===== config.mk =====
export PLATFORM = sky130hd
export DESIGN_NAME = usr_param
export DESIGN_NICKNAME = d
export VERILOG_FILES = /design/src/rtl/usr_pkg.sv /design/src/rtl/usr_barrel.sv /design/src/rtl/usr_param.sv
export SDC_FILE = /design/constraint.sdc
export NUM_CORES = 1
export LEC_CHECK = 0
export BUFFER_PORTS_ARGS = -buffer_cell sky130_fd_sc_hd__buf_2
export CAP_MARGIN = 20
export CORE_AREA = 5 5 78 94
export CTS_BUF_LIST = sky130_fd_sc_hd__clkbuf_2
export CTS_CLUSTER_DIAMETER = 200
export DETAILED_ROUTE_END_ITERATION = 16
export DIE_AREA = 0 0 83 99
export GPL_TIMING_DRIVEN = 1
export HOLD_SLACK_MARGIN = 0.12
export SYNTH_ARGS = -nofsm -noshare
export SYNTH_HDL_FRONTEND = slang
export SYNTH_SLANG_ARGS = --single-unit

===== constraint.sdc =====
create_clock -name clk -period 2.5 [get_ports clk]
set_input_delay 0.125 -clock clk [delete_from_list [all_inputs] [get_ports clk]]
set_output_delay 0.125 -clock clk [all_outputs]
set_load 0.01 [all_outputs]

===== src/rtl/usr_pkg.sv =====
// usr_pkg: shared encodings for the universal shift register.
// Op codes, burst FSM states and barrel shifter modes.
package usr_pkg;

  localparam logic [2:0] USR_HOLD  = 3'b000;
  localparam logic [2:0] USR_SHR   = 3'b001;
  localparam logic [2:0] USR_SHL   = 3'b010;
  localparam logic [2:0] USR_LOAD  = 3'b011;
  localparam logic [2:0] USR_ROR   = 3'b100;
  localparam logic [2:0] USR_ROL   = 3'b101;
  localparam logic [2:0] USR_ASR   = 3'b110;
  localparam logic [2:0] USR_BURST = 3'b111;

  localparam logic [0:0] S_IDLE  = 1'b0;
  localparam logic [0:0] S_BURST = 1'b1;

  localparam logic [1:0] BM_LOG = 2'd0;
  localparam logic [1:0] BM_ROT = 2'd1;
  localparam logic [1:0] BM_ARI = 2'd2;

endpackage


===== src/rtl/usr_barrel.sv =====
// usr_barrel: combinational shifter/rotator.
// dir=0 shifts right, dir=1 shifts left.
module usr_barrel
  import usr_pkg::*;
#(
  parameter int WIDTH = 8,
  localparam int AMT_W = $clog2(WIDTH)
) (
  input  logic [WIDTH-1:0] data,
  input  logic [AMT_W-1:0] amt,
  input  logic             dir,
  input  logic [1:0]       mode,
  input  logic             fill,
  output logic [WIDTH-1:0] res
);

  logic [2*WIDTH-1:0] ext;
  logic [2*WIDTH-1:0] sh;
  logic [AMT_W-1:0]   ramt;
  logic               fbit;

  // Double-width window: shifted-out bits fall off, fill or wrap bits enter.
  always_comb begin
    ext  = '0;
    sh   = '0;
    res  = '0;
    ramt = amt;
    fbit = (mode == BM_ARI) ? data[WIDTH-1] : fill;
    if (mode == BM_ROT) begin
      ramt = AMT_W'(amt % WIDTH);
      ext  = {data, data};
    end else if (dir) begin
      ext = {data, {WIDTH{fbit}}};
    end else begin
      ext = {{WIDTH{fbit}}, data};
    end
    if (dir) begin
      sh  = ext << ramt;
      res = sh[2*WIDTH-1:WIDTH];
    end else begin
      sh  = ext >> ramt;
      res = sh[WIDTH-1:0];
    end
  end

endmodule


===== src/rtl/usr_param.sv =====
// usr_param: parametrised universal shift register
// with multi-bit shifts/rotates and a self-timed burst serialiser.
module usr_param
  import usr_pkg::*;
#(
  parameter int WIDTH = 8,
  localparam int AMT_W = $clog2(WIDTH)
) (
  input  logic             clk,
  input  logic             clr_n,
  input  logic [2:0]       op,
  input  logic [AMT_W-1:0] amt,
  input  logic             sinr,
  input  logic             sinl,
  input  logic [WIDTH-1:0] inp,
  output logic [WIDTH-1:0] pout,
  output logic             soutr,
  output logic             soutl,
  output logic             busy,
  output logic             done
);

  localparam int CW = $clog2(WIDTH + 1);

  logic [WIDTH-1:0] pout_q, pout_d;
  logic [CW-1:0]    cnt_q, cnt_d;
  logic [0:0]       state_q, state_d;
  logic             done_q, done_d;

  logic             bar_dir;
  logic [1:0]       bar_mode;
  logic             bar_fill;
  logic [WIDTH-1:0] bar_res;

  usr_barrel #(.WIDTH(WIDTH)) u_barrel (
    .data (pout_q),
    .amt  (amt),
    .dir  (bar_dir),
    .mode (bar_mode),
    .fill (bar_fill),
    .res  (bar_res)
  );

  // Barrel control decoded from the op code.
  always_comb begin
    bar_dir  = 1'b0;
    bar_mode = BM_LOG;
    bar_fill = sinr;
    unique case (op)
      USR_SHL: begin
        bar_dir  = 1'b1;
        bar_fill = sinl;
      end
      USR_ROR: bar_mode = BM_ROT;
      USR_ROL: begin
        bar_dir  = 1'b1;
        bar_mode = BM_ROT;
      end
      USR_ASR: bar_mode = BM_ARI;
      default: ;
    endcase
  end

  // Next-state: op execution when idle, serialising when in a burst.
  // On the final burst edge a held 111 chains straight into a new burst.
  always_comb begin
    pout_d  = pout_q;
    cnt_d   = cnt_q;
    state_d = state_q;
    done_d  = 1'b0;
    unique case (state_q)
      S_IDLE: begin
        unique case (op)
          USR_HOLD: ;
          USR_LOAD: pout_d = inp;
          USR_BURST: begin
            state_d = S_BURST;
            cnt_d   = CW'(WIDTH);
          end
          default: pout_d = bar_res;
        endcase
      end
      S_BURST: begin
        pout_d = {sinr, pout_q[WIDTH-1:1]};
        cnt_d  = cnt_q - CW'(1);
        if (cnt_q == CW'(1)) begin
          done_d = 1'b1;
          if (op == USR_BURST) begin
            cnt_d = CW'(WIDTH);
          end else begin
            state_d = S_IDLE;
          end
        end
      end
      default: state_d = S_IDLE;
    endcase
  end

  // State registers with asynchronous clear.
  always_ff @(posedge clk or negedge clr_n) begin
    if (!clr_n) begin
      pout_q  <= '0;
      cnt_q   <= '0;
      state_q <= S_IDLE;
      done_q  <= 1'b0;
    end else begin
      pout_q  <= pout_d;
      cnt_q   <= cnt_d;
      state_q <= state_d;
      done_q  <= done_d;
    end
  end

  assign pout  = pout_q;
  assign soutr = pout_q[0];
  assign soutl = pout_q[WIDTH-1];
  assign busy  = (state_q == S_BURST);
  assign done  = done_q;

endmodule


### After elaboration in Yosys (flattened, before gate mapping)

Index checks and enable logic that the tools add are counted.

* $add $sub $neg: 1
* equal/unequal tests: 11
* shift operators: 2
* mux-type cells: 18
* bitwise logic cells: 1
* reductions and logical operators: 4

Operator list (count)
* 2-to-1 mux 16 bit: 2
* case mux 8 bit (2 select lines): 2
* << shifter 16 x 3 -> 16 bit: 1
* >> shifter 16 x 3 -> 8 bit: 1
* == test 3 bit, second input constant: 4
* 2-to-1 mux 4 bit: 3
* 2-to-1 mux 8 bit: 1
* case mux 4 bit (2 select lines): 1
* 2-to-1 mux 1 bit: 7
* == test 3 x 2 -> 1 bit, second input constant: 2
* OR reduction 2 bit: 3
* == test 4 x 1 -> 1 bit, second input constant: 1
* inequality test 2 bit, second input constant: 2
* case mux 2 bit (2 select lines): 1
* subtractor 4 x 1 -> 4 bit, second input constant: 1
* zero test 3 bit: 1
* == test 2 x 1 -> 1 bit, second input constant: 1
* == test 2 bit, second input constant: 1
* case mux 1 bit (2 select lines): 1
* NOT 1 bit: 1

* register bits after elaboration: 14
* bits of input ports: 18
* output and inout bits: 12
* logic and storage cells: 41

### Logic depth before layout (Yosys ltp)

Gate-level depths: netlist (run 1).

* depth after elaboration: 11
* gate-level depth with buffers: 9
* mapped depth without buffers: 6

### Modules after synthesis

From an unflattened synthesis (run 1), not the netlist that was laid out.

* cells, all modules: 270
* area total of the unflattened synthesis: 2224.6 µm²

By module, submodules not included
* usr_barrel: times used 1, cells an instance 161, area an instance 1247.4 µm², sequential area each 0.0 µm²
* usr_param: times used 1, cells an instance 109, area an instance 977.2 µm², sequential area each 350.3 µm²

### Worst setup path after synthesis (run 1)

No wires, ideal clock.

* path kind: register to register
* start point: register pout_q[7] (netlist: pout[7])
* end point: register pout_q[4] (netlist: pout[4])
* library setup time: 66 ps
* arrival time: 2001 ps
* required time: 2434 ps
* slack: 433 ps
* cell stages (with the launch flop): 9
* path buffers: 2
* clock period less this slack: 2067 ps
* cells stage by stage: dfrtp_1 > buf_2 > and4b_1 > clkbuf_1 > a21oi_1 > and2_1 > mux4_2 > o21ai_0 > and3_1

* word-level cells in the longest chain between the ends: 7
* elaborated cells between the ends (all ways): 8
* classes of those cells: shift: 2; mux: 6

Ends and longest elaborated chain
* start, declared: RTL line usr_param.sv:25 `logic [WIDTH-1:0] pout_q, pout_d;`
* start signal, assigned: RTL line usr_param.sv:107 `pout_q <= pout_d;`
* 2-to-1 mux 1 bit: RTL line usr_barrel.sv:28 `fbit = (mode == BM_ARI) ? data[WIDTH-1] : fill;`
* 2-to-1 mux 16 bit: RTL line usr_barrel.sv:32 `end else if (dir) begin`
* 2-to-1 mux 16 bit (*): RTL line usr_barrel.sv:29 `if (mode == BM_ROT) begin`
* >> shifter 16 x 3 -> 8 bit / << shifter 16 x 3 -> 16 bit (equally long branches): RTL line usr_barrel.sv:41, usr_barrel.sv:38
* 2-to-1 mux 8 bit (*): RTL line usr_barrel.sv:37 `if (dir) begin`
* case mux 8 bit (2 select lines) (*): RTL line usr_param.sv:73 `unique case (op)`
* case mux 8 bit (2 select lines) (*): RTL line usr_param.sv:71 `unique case (state_q)`

Mark *: on every way between the ends. The rest lies on a longest branch, timed or not.
A chain may end at the register's enable or synchronous reset.

### Final worst setup path (run 1)

* start point: register pout_q[3] (netlist: pout[3])
* end point: register pout_q[4] (netlist: pout[4])

* word-level cells in the longest chain between the ends: 6
* elaborated cells between the ends (all ways): 7
* classes of those cells: shift: 2; mux: 5

Ends and longest elaborated chain (RTL line)
* 2-to-1 mux 16 bit: usr_barrel.sv:32
* 2-to-1 mux 16 bit (*): usr_barrel.sv:29
* >> shifter 16 x 3 -> 8 bit / << shifter 16 x 3 -> 16 bit (equally long branches): usr_barrel.sv:41, usr_barrel.sv:38
* 2-to-1 mux 8 bit (*): usr_barrel.sv:37
* case mux 8 bit (2 select lines) (*): usr_param.sv:73
* case mux 8 bit (2 select lines) (*): usr_param.sv:71

Marks and branches as above.

==> flow_metrics.env, run 1 <==
export IMPL_critical_path_max_stage_delay_ns=0.52
export IMPL_vias_per_cell=6.613
export IMPL_grt_max_degree=28
export IMPL_critPathKind="reg -> reg"
export IMPL_hold_viol=0
export IMPL_crit_chain="inv_1 > o311ai_0 > buf_4 > nor2_1 > mux4_2 > o21ai_0 > and3_1"
export IMPL_hold_ws_ns=0.1479
export IMPL_rsz0062_at_grt="no"
export IMPL_gp_congestion=0.9900
export IMPL_dp_hpwl_mm=6.336
export IMPL_syn_nets=307
export IMPL_fillers=713
export IMPL_yosysWarnings=0
export IMPL_synth_seq_cells=14
export IMPL_cts_tree="yes"
export IMPL_ys_types=61
export IMPL_io_pins=30
export IMPL_start_util=0.3362
export IMPL_grt_pass1_wl_mm=12.77
export IMPL_final_min_clock_period_ns=2.269
export IMPL_cts_resized=0
export IMPL_clockBufferDepth=2
export IMPL_syn_area_per_cell_um2=7.411
export IMPL_most_common_layout_cells="buf_2, nand2_1, nor2_1, buf_4, o21ai_0"
export IMPL_worstSetupEndpointType="flip-flop"
export IMPL_syn_area_mm2=0.002127
export IMPL_slew_headroom=0.5372
export IMPL_clk_pin_slew_ns=0.16
export IMPL_fmax_ghz=0.4407
export IMPL_synth_edff_count=0
export IMPL_die_w_um=83
export IMPL_cp_slowest_cell="dfrtp_1"
export IMPL_grt_pass1_vias=2380
export IMPL_drive_gt1_frac=0.2194
export IMPL_cts_root_buffer="clkbuf_2"
export IMPL_worstPathMaxFanout=7
export IMPL_final_core_util=0.3815
export IMPL_die_area_mm2=0.008217
export IMPL_grt_overflow=0
export IMPL_start_kind="flip-flop"
export IMPL_required_ns=2.75
export IMPL_cap_viol_max_count=0
export IMPL_multi_input_area_mm2=0.001580
export IMPL_via_count=2612
export IMPL_area_growth_pct=13.47
export IMPL_synth_ff_type="dfrtp_1"
export IMPL_io_buffers=29
export IMPL_wire_per_inst_um=21.18
export IMPL_ir_drop_mv=0.5483
export IMPL_regArea_um2=350.3
export IMPL_status="completed"
export IMPL_track_usage=0.1912
export IMPL_routed_wl_mm=8.365
export IMPL_power_density_mw_per_mm2=874.5
export IMPL_crit_arrival_ns=2.52
export IMPL_setup_viol=0
export IMPL_drv_slew=0
export IMPL_drc_errors=0
export IMPL_drt_initial_drc_count=397
export IMPL_min_path_type="in -> reg"
export IMPL_dr_pass1_iters=5
export IMPL_fin_tns_setup_ns=0
export IMPL_fin_nets=331
export IMPL_leakagePower_nw=1.014
export IMPL_clkSinkCount=14
export IMPL_worst_slew_pin_slew_ns=0.6900
export IMPL_die_h_um=99
export IMPL_clock_latency_ns=0.30
export IMPL_async_flop_share=1.000
export IMPL_row_count=32
export IMPL_final_common_cell="buf_2"
export IMPL_num_antenna_cells=0
export IMPL_ant_nets=0
export IMPL_period_share=0.9076
export IMPL_antenna_found_initial=0
export IMPL_skew_ns=0.008028
export IMPL_syn_inst=287
export IMPL_synth_seq_area_share=0.1647
export IMPL_coreArea_mm2=0.006326
export IMPL_htreeDepth=1
export IMPL_cts_buffers=3
## critical path, delay by kind of cell, from the launching register on
kind / cells / cell delay [ns]
compound gates: 2 / 0.67
flops: 1 / 0.52
mux: 1 / 0.46
buf+inv: 2 / 0.34
simple gates: 2 / 0.22
## synthesized netlist by cell type, types with 5 or more instances
cell type  number  area, um2
nor3_1          8      40.04
o22ai_1        10      62.56
nand2_1        25      93.84
mux4_2          7      157.7
inv_1          13      48.80
a21oi_1        15      75.07
nand3_1         5      25.02
o21ai_0        19      95.09
buf_2           7      35.03
clkbuf_1       20      75.07
mux2_2          5      56.30
nor2_1         20      75.07
a221oi_1        5      43.79
nand2b_1        6      37.54
a211o_1         7      61.31
a211oi_1       14      105.1
and3_1          7      43.79
or3_1           5      31.28
dfrtp_1        14      350.3
## cell type report
cell class | instances | share of cell area
Inverter | 14 | 0.02177
Tap cell | 85 | 0.04406
Timing Repair Buffer | 50 | 0.1265
Sequential cell | 14 | 0.1452
Clock buffer | 3 | 0.006221
Clock inverter | 1 | 0.001555
Multi-Input combinational cell | 228 | 0.6547
## kinds of logic (layout without fill, tap and decap cells)
logic type	Yosys count	after routing	share of synthesized area
flip-flops	14	14	0.1647
AND/OR/NAND/NOR	98	98	0.2406
adder cells (fa/ha/maj)	2	2	0.01176
buffers and inverters	45	68	0.09235
AO/OA/AOI/OAI	112	112	0.3712
multiplexers	16	16	0.1194
## repair_timing
item | CTS | global route
buffers inserted | 0 | 0
endpoints found under the hold margin | 14 | 0
hold buffers | 1 | 0
endpoints found under the setup margin | 0 | 0
## path summary, 6_finish.rpt
path / startpoint / end / slack (ns) / cells after the start
setup / recovery: pout[3] / pout[4] / 0.23 / 7
hold / removal: inp[6] / pout[6] / 0.15 / 3
setup reg to reg: pout[3] / pout[4] / 0.23 / 7
hold reg to reg: cnt_q[2] / cnt_q[2] / 0.52 / 1
max in group asynchronous: clr_n / cnt_q[2] / 1.99 / 2
min in group asynchronous: clr_n / pout[5] / 0.24 / 2
## state kept, by name, summed over array words and instances, names as in the netlist
signal	cells
pout	8
busy	1
done	1
cnt_q	4
## stage by stage
stage	worst slack [ns]	std cells	cell area, um2	total power, mW
4_1_cts	0.2802	395	2414	2.073
5_1_grt	0.1260	395	2414	2.250
3_5_place_dp	0.2378	390	2385	1.952
6_report	0.2311	395	2414	2.111
2_1_floorplan	0.4330	287	2127	1.438
3_3_place_gp	0.2230	390	2385	1.962
## per-layer routing
metal / wire, um / vias to the layer above / part of all wire / track usage
met2: 3895 / 215 / 0.47 / 0.3111
met1: 3241 / 1197 / 0.39 / 0.2501
met5: 0 / - / 0 / 0
li1: - / 1162 / - / -
met4: 393 / 0 / 0.047 / 0.09434
met3: 834 / 38 / 0.10 / 0.02258
## power by group
group,leakage (nW),switching (mW),internal [mW],total (mW)
Sequential,0.163,0.172,0.335,0.508
Combinational,0.837,0.852,0.631,1.48
Clock,0.0140,0.0850,0.0348,0.120
(Power assumes the default switching activity.)
==> inputs of run 2 (changes only) <==
CORE_AREA = 5 5 65 78   (was 5 5 78 94)
DIE_AREA = 0 0 70 83   (was 0 0 83 99)
PLACE_DENSITY = 0.74   (was unset)
SYNTH_HIERARCHICAL = 1   (was unset)
==> run 2 against run 1 <==
  * The flow now finishes with violations (negative setup slack)
  * Sequential power grew 5.1%
  * Highest routed layer unchanged
  * Cell area is 19% higher
  * Clock power is 4% lower
  * Non-clock buffer count grew 38
  * Register-to-register slack worse by 0.25 ns
  * Clock skew down 0.0022 ns
  * Flip-flop and latch count did not move
  * Via count is 2.8% lower
==> flow_metrics.env, run 2 <==
export IMPL_syn_inst=270
export IMPL_regArea_um2=351.6
export IMPL_swShare=0.4709
export IMPL_fin_tns_setup_ns=-0.08319
export IMPL_dr_pass1_iters=5
export IMPL_synth_top_area_share=0.1575
export IMPL_p_int_mw=1.266
export IMPL_regToRegStartpoint="pout[7]"
export IMPL_clock_latency_ns=0.30
export IMPL_seqPwrFrac=0.223
export IMPL_syn_area_mm2=0.002225
export IMPL_synth_compound_area_frac=0.3031
export IMPL_postPlaceCellArea_mm2=0.002768
export IMPL_finalWorstSetupSlack_ns=-0.04367
export IMPL_gp_congestion=1.016
export IMPL_start_kind="primary input"
export IMPL_io_buffers=29
export IMPL_yosysTopAreaCell="dfrtp_1"
export IMPL_synth_seq_area_share=0.1575
export IMPL_p_total_mw=2.393
export IMPL_fin_nets=356
export IMPL_grt_max_degree=23
export IMPL_wirelength_met1_mm=2.871
export IMPL_coreArea_mm2=0.004229
export IMPL_final_min_clock_period_ns=2.544
export IMPL_die_h_um=83
export IMPL_synth_simple_area_share=0.2300
export IMPL_synth_edff_count=0
export IMPL_start_util=0.5260
export IMPL_ff2ff_setup_slack_ns=-0.02
export IMPL_synth_area_mux_share=0.2070
export IMPL_grt_pass1_vias=2380
export IMPL_switching_power_mw=1.127
export IMPL_vias_per_cell=6.496
export IMPL_drive_gt1_frac=0.3851
export IMPL_hold_ws_ns=0.2366
export IMPL_leakagePower_nw=1.262
export IMPL_final_area_mm2=0.002883
export IMPL_worstPathMaxFanout=7
export IMPL_most_common_layout_cells="buf_4, buf_2, nand2_1, a21oi_1, inv_1"
export IMPL_antenna_found_initial=0
export IMPL_syn_nets=290
export IMPL_multi_input_area_mm2=0.001759
export IMPL_syn_area_per_cell_um2=8.239
export IMPL_critPathKind="in -> reg"
export IMPL_fillers=358
export IMPL_clockBufferDepth=2
export IMPL_ir_drop_mv=0.6574
export IMPL_comb_power_share=0.729
export IMPL_routed_top_layer="met4"
export IMPL_met2_length_mm=3.659
export IMPL_async_flop_share=1.000
export IMPL_worstSetupEndpointType="flip-flop"
export IMPL_num_antenna_cells=0
export IMPL_cap_viol_max_count=0
export IMPL_synth_adder_area_share=0.01125
export IMPL_synth_ff_type="dfrtp_1"
export IMPL_largest_reg_flops=8
export IMPL_routed_wl_mm=7.320
export IMPL_drv_slew=0
export IMPL_synthTopCellsByCount="a21oi_1, nand2_1, o21ai_0"
export IMPL_fmax_ghz=0.3931
export IMPL_htreeDepth=1
export IMPL_synth_seq_cells=14
export IMPL_period_share=1.017
export IMPL_timing_rr_end="pout[3]"
export IMPL_die_w_um=70
export IMPL_hold_viol=0
export IMPL_ys_types=56
export IMPL_track_usage=0.2396
export IMPL_io_pins=30
export IMPL_synth_xor_area_frac=0.003937
export IMPL_skew_ns=0.005863
export IMPL_power_density_mw_per_mm2=830.2
export IMPL_cts_buffers=3
export IMPL_worst_slew_pin_slew_ns=0.7485
export IMPL_final_core_util=0.6817
export IMPL_die_area_mm2=0.005810
export IMPL_slew_headroom=0.5010
export IMPL_required_ns=2.70
export IMPL_final_common_cell="buf_4"
export IMPL_via_count=2540
export IMPL_dp_hpwl_mm=5.522
export IMPL_cts_tree="yes"
export IMPL_row_count=26
export IMPL_grt_pass1_wl_mm=11.36
export IMPL_min_path_type="in -> async"
export IMPL_violations="negative setup slack"
export IMPL_status="finished, violations left"
export IMPL_clk_pin_slew_ns=0.14
export IMPL_synthTopCellsByArea="dfrtp_1, mux4_2, a21oi_1"
export IMPL_met3RoutedLength_um=440
export IMPL_clkPwrFrac=0.048
export IMPL_crit_arrival_ns=2.75
export IMPL_drt_initial_drc_count=269
export IMPL_grt_overflow=0
export IMPL_synth_top_family_by_area="compound AO/OA/AOI/OAI gates"
export IMPL_wire_per_inst_um=18.72
export IMPL_rsz0062_at_grt="yes"
export IMPL_area_growth_pct=29.58
export IMPL_r2r_worst_path_cells=10
export IMPL_setup_viol=3
export IMPL_ant_nets=0
export IMPL_drc_errors=0
export IMPL_clkSinkCount=14
export IMPL_cts_root_buffer="clkbuf_2"
export IMPL_yosysWarnings=6
-- run 2: changes by cell type after synthesis, sizes merged, moves of 6 or more --
| cell | before | now |
|---|---|---|
| a211oi | 14 | 6 |
| a21o | 1 | 9 |
| a32oi | 0 | 8 |
| clkbuf | 20 | 13 |
| mux4 | 7 | 13 |
| nand2 | 25 | 19 |
| nand3b | 1 | 8 |
| nand4b | 0 | 8 |
| nor2 | 20 | 10 |
-- run 2: layer usage --
metal,GRT usage,vias up
met5,0,-
met4,0.1289,0
met3,0.02415,30
met2,0.4162,112
met1,0.2864,1228
li1,-,1170
-- run 2: worst max-delay path by stage --
stage	startpoint	end	slack, ns	depth (start not counted)
2_1_floorplan	op[1]	pout[6]	-0.19	13
3_3_place_gp	op[1]	pout[1]	-0.41	15
3_5_place_dp	op[1]	pout[6]	-0.47	14
4_1_cts	op[1]	pout[6]	-0.02	13
5_1_grt	op[0]	pout[3]	-0.09	14
6_report	op[0]	pout[3]	-0.04	14
-- run 2: power groups by stage --
stage / clock network (mW) / logic [mW] / registers, mW
final: 0.115 / 1.74 / 0.534
after detailed placement: 0 / 1.66 / 0.532
after global placement: 0 / 1.63 / 0.528
after floorplan: 0 / 1.03 / 0.520
after global routing: 0.128 / 1.89 / 0.561
after CTS: 0.116 / 1.68 / 0.529
-- run 2: per-stage QoR --
step	instances	setup slack, ns
finish	391	-0.04367
global route	391	-0.09441
CTS	390	-0.01792
detailed placement	384	-0.4723
global placement	384	-0.4100
floorplan	270	-0.1944
-- run 2: what timing repair did --
item,CTS,global route
endpoints found under the setup margin,6,8
endpoints found under the hold margin,14,0
hold buffers,1,0
pin swaps,5,6
setup buffers,2,1
gates resized for setup,6,11
-- run 2: kinds of logic (layout without fill, tap and decap cells) --
group,count (synthesis),count (layout)
AO/OA/AOI/OAI,97,97
XOR/XNOR,1,1
adder cells (fa/ha/maj),2,2
buffers and inverters,43,108
flip-flops,14,14
multiplexers,27,27
AND/OR/NAND/NOR,86,86
-- run 2: critical path, cell delays in order --
cell,delay [ns]
buf_8,0.10
nor2b_4,0.15
nand2b_4,0.07
mux2_4,0.35
mux2i_4,0.22
nand2_1,0.13
and2_4,0.18
buf_4,0.14
mux4_2,0.47
o21ai_1,0.14
o211ai_1,0.17
a21oi_1,0.18
a32oi_1,0.13
a21o_1,0.19
-- run 2: area by class of cell --
class / instances / area share
Inverter: 16 / 0.02083
Tap cell: 56 / 0.02431
Clock buffer: 3 / 0.005208
Sequential cell: 14 / 0.1220
Multi-Input combinational cell: 213 / 0.6102
Clock inverter: 1 / 0.001302
Timing Repair Buffer: 88 / 0.2161
==> inputs of run 3 (changes only) <==
CORE_AREA = 5 5 63 77   (was 5 5 65 78)
DIE_AREA = 0 0 68 82   (was 0 0 70 83)
PLACE_DENSITY = 0.75   (was 0.74)
SYNTH_HIERARCHICAL = unset   (was 1)
==> run 3 against run 2 <==
  * The flow now finishes without violations
  * Cell area is 17% lower
  * Worst hold slack worse by 0.066 ns
  * Clock skew is 0.0043 ns lower
  * Critical endpoint is now pout[4]
  * Final cell count is 6.6% lower
  * Clock-buffer cell count stayed put
  * Register-to-register slack better by 0.38 ns
  * Global-route usage is 6.0 points higher
  * Power is 12% lower
  * Clock power is 3% lower
  * Critical path depth is 8 lower
  * Core utilization is 9.5 points lower
==> flow_metrics.env, run 3 (same netlist as run 1, synthesis figures left out) <==
export IMPL_cts_root_buffer="clkbuf_2"
export IMPL_multi_input_area_mm2=0.001580
export IMPL_vias_per_cell=7.033
export IMPL_ctsHoldBuffers=1
export IMPL_clock_latency_ns=0.28
export IMPL_skew_ns=0.001551
export IMPL_grt_overflow=0
export IMPL_crit_arrival_ns=2.38
export IMPL_dp_hpwl_mm=6.050
export IMPL_num_antenna_cells=0
export IMPL_min_to="pout[1]"
export IMPL_clockBufferDepth=2
export IMPL_worstSetupEndpointType="flip-flop"
export IMPL_fmax_ghz=0.4672
export IMPL_die_w_um=68
export IMPL_critPathKind="reg -> reg"
export IMPL_holdPathStages=4
export IMPL_cp_slowest_cell="o311ai_0"
export IMPL_cts_resized=0
export IMPL_grt_pass1_wl_mm=12.38
export IMPL_start_util=0.5231
export IMPL_most_common_layout_cells="buf_2, nand2_1, nor2_1"
export IMPL_status="completed"
export IMPL_critical_path_max_stage_delay_ns=0.60
export IMPL_r2r_worst_path_cells=6
export IMPL_cts_tree="yes"
export IMPL_worst_slew_pin_slew_ns=0.6641
export IMPL_die_area_mm2=0.005576
export IMPL_gp_congestion=1.026
export IMPL_die_h_um=82
export IMPL_crit_chain="inv_1 > o311ai_0 > a211oi_1 > mux4_2 > o21ai_0 > and3_1"
export IMPL_rsz0062_at_grt="no"
export IMPL_period_share=0.8562
export IMPL_wire_per_inst_um=21.55
export IMPL_clk_pin_slew_ns=0.14
export IMPL_antenna_found_initial=0
export IMPL_setup_viol=0
export IMPL_cts_buffers=3
export IMPL_timing_rr_end="pout[4]"
export IMPL_leakagePower_nw=1.015
export IMPL_regToRegStartpoint="pout[0]"
export IMPL_final_common_cell="buf_2"
export IMPL_row_count=26
export IMPL_hold_ws_ns=0.1701
export IMPL_drv_slew=0
export IMPL_hp_start="inp[1]"
export IMPL_clkSinkCount=14
export IMPL_slew_headroom=0.5516
export IMPL_min_path_type="in -> reg"
export IMPL_fillers=395
export IMPL_dr_pass1_iters=5
export IMPL_power_density_mw_per_mm2=880.2
export IMPL_via_count=2567
export IMPL_grt_max_degree=23
export IMPL_start_kind="flip-flop"
export IMPL_coreArea_mm2=0.004066
export IMPL_io_buffers=29
export IMPL_fin_tns_setup_ns=0
export IMPL_regArea_um2=350.3
export IMPL_largest_reg_flops=8
export IMPL_area_growth_pct=12.18
export IMPL_drive_gt1_frac=0.2201
export IMPL_required_ns=2.74
export IMPL_worstPathMaxFanout=5
export IMPL_postCtsSetupBuffers=0
export IMPL_ant_nets=0
export IMPL_final_min_clock_period_ns=2.140
export IMPL_htreeDepth=1
export IMPL_ff2ff_setup_slack_ns=0.36
export IMPL_drt_initial_drc_count=324
export IMPL_track_usage=0.2991
export IMPL_hold_viol=0
export IMPL_cap_viol_max_count=0
export IMPL_ir_drop_mv=0.6373
export IMPL_routed_wl_mm=7.866
export IMPL_io_pins=30
export IMPL_fin_nets=331
export IMPL_grt_pass1_vias=2298
export IMPL_drc_errors=0
[run 3: cell count changes in the layout (fill, tap and decap cells not counted), sizes merged, moves of 6 or more]
cell and change:
buf -38, mux4 -6, a32oi -8, a211oi +8
nor2 +10, a21o -8, nand4b -8, nand3b -7
nand2 +6
[run 3: critical path: cells and delay by family (launching register included)]
kind	cells	cell delay, ns
AND/OR/NAND/NOR	1	0.16
AO/OA/AOI/OAI	3	0.98
multiplexers	1	0.50
flip-flops	1	0.39
buffers and inverters	1	0.06
[run 3: how the worst max path moves through the flow]
stage,startpoint,to,slack (ns),cells after the start
4_1_cts,pout[0],pout[5],0.38,6
2_1_floorplan,pout[7],pout[4],0.43,8
5_1_grt,pout[7],pout[5],0.19,5
3_3_place_gp,op[2],pout[2],0.16,8
3_5_place_dp,op[0],pout[2],0.22,7
6_report,pout[0],pout[4],0.36,6
[run 3: stage by stage]
step           utilization  instances  cell area, um2  total power [mW]  setup WS [ns]
2_1_floorplan            -        287            2127             1.438         0.4330
3_3_place_gp        0.5806        361            2361             1.950         0.1594
3_5_place_dp        0.5806        361            2361             1.952         0.2236
4_1_cts             0.5868        365            2386             2.070         0.3827
5_1_grt             0.5868        365            2386             2.245         0.1906
6_report            0.5868        365            2386             2.100         0.3596
[run 3: power breakdown]
group / internal (mW) / switching [mW] / leakage, nW
Combinational: 0.652 / 0.877 / 0.839
Clock: 0.0327 / 0.0780 / 0.0125
Sequential: 0.336 / 0.125 / 0.163
Total: 1.02 / 1.08 / 1.01
[run 3: routing by layer]
layer / global-route usage / routed length (um) / share of wire / up-vias
met4: 0.1670 / 453 / 0.058 / 0
met3: 0.03830 / 758 / 0.096 / 39
li1: - / - / - / 1160
met2: 0.4812 / 3646 / 0.46 / 184
met5: 0 / 0 / 0 / -
met1: 0.3807 / 3007 / 0.38 / 1184
[run 3: final cells by class]
class                   instances  share of cell area
repair buffers                 50              0.1332
well taps                      56             0.02937
flip-flops and latches         14              0.1468
inverters                      14             0.02202
clock buffers                   3            0.006293
multi-input cells             228              0.6623
